## src/rtl/exp_req_ctrl.sv

```systemverilog
`default_nettype none
// ============================================================================
//  Module      : exp_req_ctrl
//  Description : Interrupt front end for the CP0 exception block. It
//                synchronises and edge-detects three external IRQ lines and
//                latches each rising edge as a pending event. It issues one
//                prioritised request at a time on expsrc0..2, then waits for
//                exp_ack followed by eret_commit. A guaranteed all-low gap
//                follows before the next request.
//  Revision    : 1.0  initial release
// ============================================================================
module exp_req_ctrl #(
    parameter int SYNC_STAGES = 2,
    parameter int GAP_CYCLES  = 2
) (
    input  logic       clk,
    input  logic       reset,
    input  logic [2:0] irq_in,
    input  logic [2:0] src_block,
    input  logic       expblock,
    input  logic       exp_ack,
    input  logic       eret_commit,
    output logic       expsrc0,
    output logic       expsrc1,
    output logic       expsrc2,
    output logic [2:0] pending,
    output logic [2:0] in_service,
    output logic       busy
);

    localparam int CW = (GAP_CYCLES < 2) ? 1 : $clog2(GAP_CYCLES + 1);

    typedef enum logic [1:0] {
        ST_IDLE    = 2'd0,
        ST_REQ     = 2'd1,
        ST_SERVICE = 2'd2,
        ST_GAP     = 2'd3
    } state_t;

    state_t          state_q, state_d;
    logic [2:0]      sync_q [SYNC_STAGES];
    logic [2:0]      hist_q;
    logic [2:0]      pending_q, pending_d;
    logic [2:0]      in_service_q, in_service_d;
    logic [2:0]      expsrc_q, expsrc_d;
    logic [1:0]      sel_q, sel_d;
    logic [CW-1:0]   gap_q, gap_d;

    logic [2:0]      w_rise;
    logic [2:0]      w_clr;
    logic [2:0]      w_elig;
    logic [1:0]      w_pick;

    // Synchroniser chain per line plus one history flop for edge detection.
    always_ff @(posedge clk) begin
        if (!reset) begin
            for (int k = 0; k < SYNC_STAGES; k++) sync_q[k] <= 3'b000;
            hist_q <= 3'b000;
        end else begin
            sync_q[0] <= irq_in;
            for (int k = 1; k < SYNC_STAGES; k++) sync_q[k] <= sync_q[k-1];
            hist_q <= sync_q[SYNC_STAGES-1];
        end
    end

    assign w_rise = sync_q[SYNC_STAGES-1] & ~hist_q;

    // A new edge overrides an acknowledge-clear on the same source.
    assign pending_d = (pending_q & ~w_clr) | w_rise;

    // Eligible requests with fixed priority: source 0 is the highest.
    assign w_elig = expblock ? 3'b000 : (pending_q & ~src_block);
    assign w_pick = w_elig[0] ? 2'd0 : (w_elig[1] ? 2'd1 : 2'd2);

    // Request FSM next-state and registered-output logic.
    always_comb begin
        state_d      = state_q;
        sel_d        = sel_q;
        expsrc_d     = expsrc_q;
        in_service_d = in_service_q;
        gap_d        = gap_q;
        w_clr        = 3'b000;
        unique case (state_q)
            ST_IDLE: begin
                expsrc_d = 3'b000;
                if (w_elig != 3'b000) begin
                    sel_d    = w_pick;
                    expsrc_d = 3'b001 << w_pick;
                    state_d  = ST_REQ;
                end
            end
            ST_REQ: begin
                // The acknowledge wins over a same-cycle mask abort.
                if (exp_ack) begin
                    w_clr        = 3'b001 << sel_q;
                    in_service_d = 3'b001 << sel_q;
                    expsrc_d     = 3'b000;
                    state_d      = ST_SERVICE;
                end else if (expblock || src_block[sel_q]) begin
                    expsrc_d = 3'b000;
                    state_d  = ST_IDLE;
                end
            end
            ST_SERVICE: begin
                expsrc_d = 3'b000;
                if (eret_commit) begin
                    in_service_d = 3'b000;
                    gap_d        = CW'(GAP_CYCLES);
                    state_d      = ST_GAP;
                end
            end
            ST_GAP: begin
                expsrc_d = 3'b000;
                if (gap_q <= CW'(1)) begin
                    gap_d   = '0;
                    state_d = ST_IDLE;
                end else begin
                    gap_d = gap_q - CW'(1);
                end
            end
            default: begin
                expsrc_d = 3'b000;
                state_d  = ST_IDLE;
            end
        endcase
    end

    // State and output registers.
    always_ff @(posedge clk) begin
        if (!reset) begin
            state_q      <= ST_IDLE;
            sel_q        <= 2'd0;
            expsrc_q     <= 3'b000;
            in_service_q <= 3'b000;
            pending_q    <= 3'b000;
            gap_q        <= '0;
        end else begin
            state_q      <= state_d;
            sel_q        <= sel_d;
            expsrc_q     <= expsrc_d;
            in_service_q <= in_service_d;
            pending_q    <= pending_d;
            gap_q        <= gap_d;
        end
    end

    assign expsrc0    = expsrc_q[0];
    assign expsrc1    = expsrc_q[1];
    assign expsrc2    = expsrc_q[2];
    assign pending    = pending_q;
    assign in_service = in_service_q;
    assign busy       = (state_q != ST_IDLE);

endmodule
`default_nettype wire

```

## config.mk

```make
export PLATFORM = sky130hd
export DESIGN_NAME = exp_req_ctrl
export DESIGN_NICKNAME = d
export VERILOG_FILES = /design/src/rtl/exp_req_ctrl.sv
export SDC_FILE = /design/constraint.sdc
export NUM_CORES = 1
export LEC_CHECK = 0
export CORE_UTILIZATION = 50
export CTS_CLUSTER_DIAMETER = 200
export DETAILED_ROUTE_END_ITERATION = 10
export GPL_ROUTABILITY_DRIVEN = 0
export PLACE_DENSITY_LB_ADDON = 0.1
export SETUP_SLACK_MARGIN = 0.15
export SKIP_LAST_GASP = 1
export SYNTH_ARGS = -nofsm -noshare
export SYNTH_HDL_FRONTEND = slang
export SYNTH_SLANG_ARGS = --single-unit
export TNS_END_PERCENT = 20
```

## constraint.sdc

```tcl
create_clock -name clk -period 2 [get_ports clk]
set_input_delay 0.3 -clock clk [delete_from_list [all_inputs] [get_ports clk]]
set_output_delay 0.3 -clock clk [all_outputs]
set_load 0.05 [all_outputs]
```

==> out/results.ini <==
[status]
status = finished clean

[route]
wl_um = 1840
wl_per_cell_um = 12.5
vias_per_cell = 5.03
ant_nets = 0
vias = 740
drt_iter0_drc = 4
remaining_drc_errors = 0
firstDrtPassIters = 4

[global_routing]
grt_max_degree = 15
overflow = 0
grt_pass1_wl_um = 2980
grt_pass1_vias = 681
antenna_found_initial = 0
grtUsageTotal_pct = 20.9

[logic_synthesis]
netlist.area_leader.share_pct = 50.5
ys_seq_area_share_pct = 50.5
yosysWarnings = 0
synth_area_um2 = 951
synth_cells = 100
synth.area.top_cells = dfxtp_1 51%, a21oi_1 6.3%, and2_1 5.9%
syn-mean-instance-area_um2 = 9.51
synth_fp_nets = 111
ys_ff_latch = 24
ys_types = 30
yosysTopAreaCell = dfxtp_1

[worst_setup_path]
cp-end-kind = output pin
start_kind = flip-flop
setup.worst_path.class = flip-flop to output pin
ff2ff_path_depth = 4
r2r_slack_ps = 490
slowest_delay_ps = 810
rr_startpoint = state_q[0]$_SDFFE_PN0P_
crit_path_top_delay_cell = clkdlybuf4s50_1
worstReg2RegEnd = state_q[0]$_SDFFE_PN0P_
cp_data_required_time_ps = 1700
critPathBufInv = 1
critPathTopFamily = buffers and inverters
cp_max_fo = 3
worstPathCellList = clkdlybuf4s50_1
crit_arrival_ps = 1510

[power]
combinationalPowerShare_pct = 11.3
p_clk_share_pct = 36.3
p_leak_nw = 0.491
power_density_nw_per_um2 = 786
sequentialPowerShare_pct = 52.4
p_switching_uw = 217
max-vdd-ir-drop_v = 0.000583
internal_power_uw = 751
p_total_uw = 968
p_sw_share_pct = 22.5

[sta]
slew_viol_final = 0
finalSetupViolCount = 0
worst_slew_pin_slew_ps = 508
finClkSkew_ps = 2.04
fmax_ghz = 0.554
final_hold_viol_count = 0
finalCritPeriodShare_pct = 90.3
period_needed_ps = 1810
rsz0062_at_grt = yes
relSlewSlack_pct = 66.1
setup_tns_ps = 0

[cells_and_area]
fin_nets = 134
mostFrequentLayoutCells = 24 x dfxtp_1, 17 x clkdlybuf4s50_1, 12 x a21oi_1
drive_gt1_share_pct = 8.20
final_common_cell = dfxtp_1
num_antenna_cells = 0
n_fill_cell = 142
synthToLayoutAreaGrowth_pct = 29.5

[clocking]
cts_tree = done
cts_buffers = 3
path_clk_slew_ps = 130
htreeDepth = 1
post-cts-setup-buffers = 0
clock_sinks = 24
cts_resized = 1
cts-root-buf = clkbuf_4
hold_buffers = 0
clock_latency_ps = 320
ctsLongestPathBuffers = 2

[placement]
io_buffers = 20
dp_hpwl_um = 1350

[floorplan]
design.die.area_um2 = 2080
io_pins = 21
die_w_um = 45.6
rows = 15
dieHeight_um = 45.6
core_area_um2 = 1750
start_util_pct = 54.5

[run]
maxCapViolCount = 0

[hold_path]
min_to = sync_q[0][5]$_SDFF_PN0_
hold_start = sync_q[0][2]$_SDFF_PN0_
min_path_cells = 1
hold_path.class = flip-flop to flip-flop

-- cell families (layout without fill, tap and decap cells) --
kind of cell,Yosys count,in the layout,synth area share [%]
AND/OR/NAND/NOR,44,44,28.7
flip-flops,24,24,50.5
AO/OA/AOI/OAI,23,23,14.3
buffers and inverters,7,29,4.34
multiplexers,2,2,2.11
-- layer usage --
| metal | vias up | global-route usage, % | share of wire [%] |
|---|---|---|---|
| met3 | 2 | 4.76 | 4.3 |
| met1 | 335 | 26.5 | 47 |
| met2 | 19 | 33.7 | 47 |
| met5 | - | 0 | 0 |
| li1 | 384 | - | - |
| met4 | 0 | 9.09 | 0.92 |
-- flip-flops by register name, summed over array words and instances, names as in the netlist, named ones only --
register	cells
expsrc_q	3
gap_q	2
hist_q	3
in_service	3
pending	3
sel_q	2
state_q	1
sync_q	6
-- worst register-to-register path: cells and delay by family, from the launching register on --
kind            cells  cell delay [ps]
compound gates      2              400
flops               1              560
mux                 1              190
simple gates        1              300
-- cell usage after synthesis (all sizes together) --
master and n:
nor2 8, o21a 1, a21oi 12, nand3b 2
nor4b 2, o21bai 1, nor2b 2, and2b 1
o211a 1, o22ai 1, and2 9, clkbuf 2
nand4b 1, or3b 3, or2 1, o21ai 4
a22oi 1, a311o 1, nand2b 5, a21o 1
mux2i 2, inv 3, nand2 8, buf 2
nor3 2, dfxtp 24
-- how the worst max path moves through the flow --
stage                                     start                      end  slack, ps  cells past startpoint
after global routing      pending[1]$_SDFF_PN0_               pending[1]        140                      1
final                     pending[1]$_SDFF_PN0_               pending[1]        190                      1
after floorplan           pending[2]$_SDFF_PN0_  state_q[0]$_SDFFE_PN0P_        420                      3
after global placement                 expblock  state_q[0]$_SDFFE_PN0P_        280                      4
after CTS                 pending[0]$_SDFF_PN0_               pending[0]        150                      1
after detailed placement               expblock  state_q[0]$_SDFFE_PN0P_        200                      5
-- power by group through the flow --
stage	Combinational, mW	Clock (mW)	Sequential (mW)
finish	0.109	0.351	0.508
global route	0.117	0.374	0.511
detailed placement	0.109	0	0.519
CTS	0.109	0.356	0.508
floorplan	0.0515	0	0.529
global placement	0.107	0	0.518
-- metrics by stage --
step	hold WS [ps]	util [%]	worst slack [ps]	instances	instance area, um^2
final	449	70.5	193	147	1230
after global placement	416	67.5	279	143	1180
after global routing	474	70.5	138	147	1230
after CTS	449	70.4	146	147	1230
after detailed placement	419	67.5	199	143	1180
after floorplan	412	-	424	100	951
-- area by class of cell --
cell class              count  area [um^2]  share of cell area, %
multi-input cells          69          429                   34.9
well taps                  25         31.3                   2.54
clock buffers               3         22.5                   1.83
inverters                   3         11.3                  0.915
flip-flops and latches     24          480                   39.0
clock inverters             1         30.0                   2.44
repair buffers             22          226                   18.4
(Power assumes the default switching activity.)
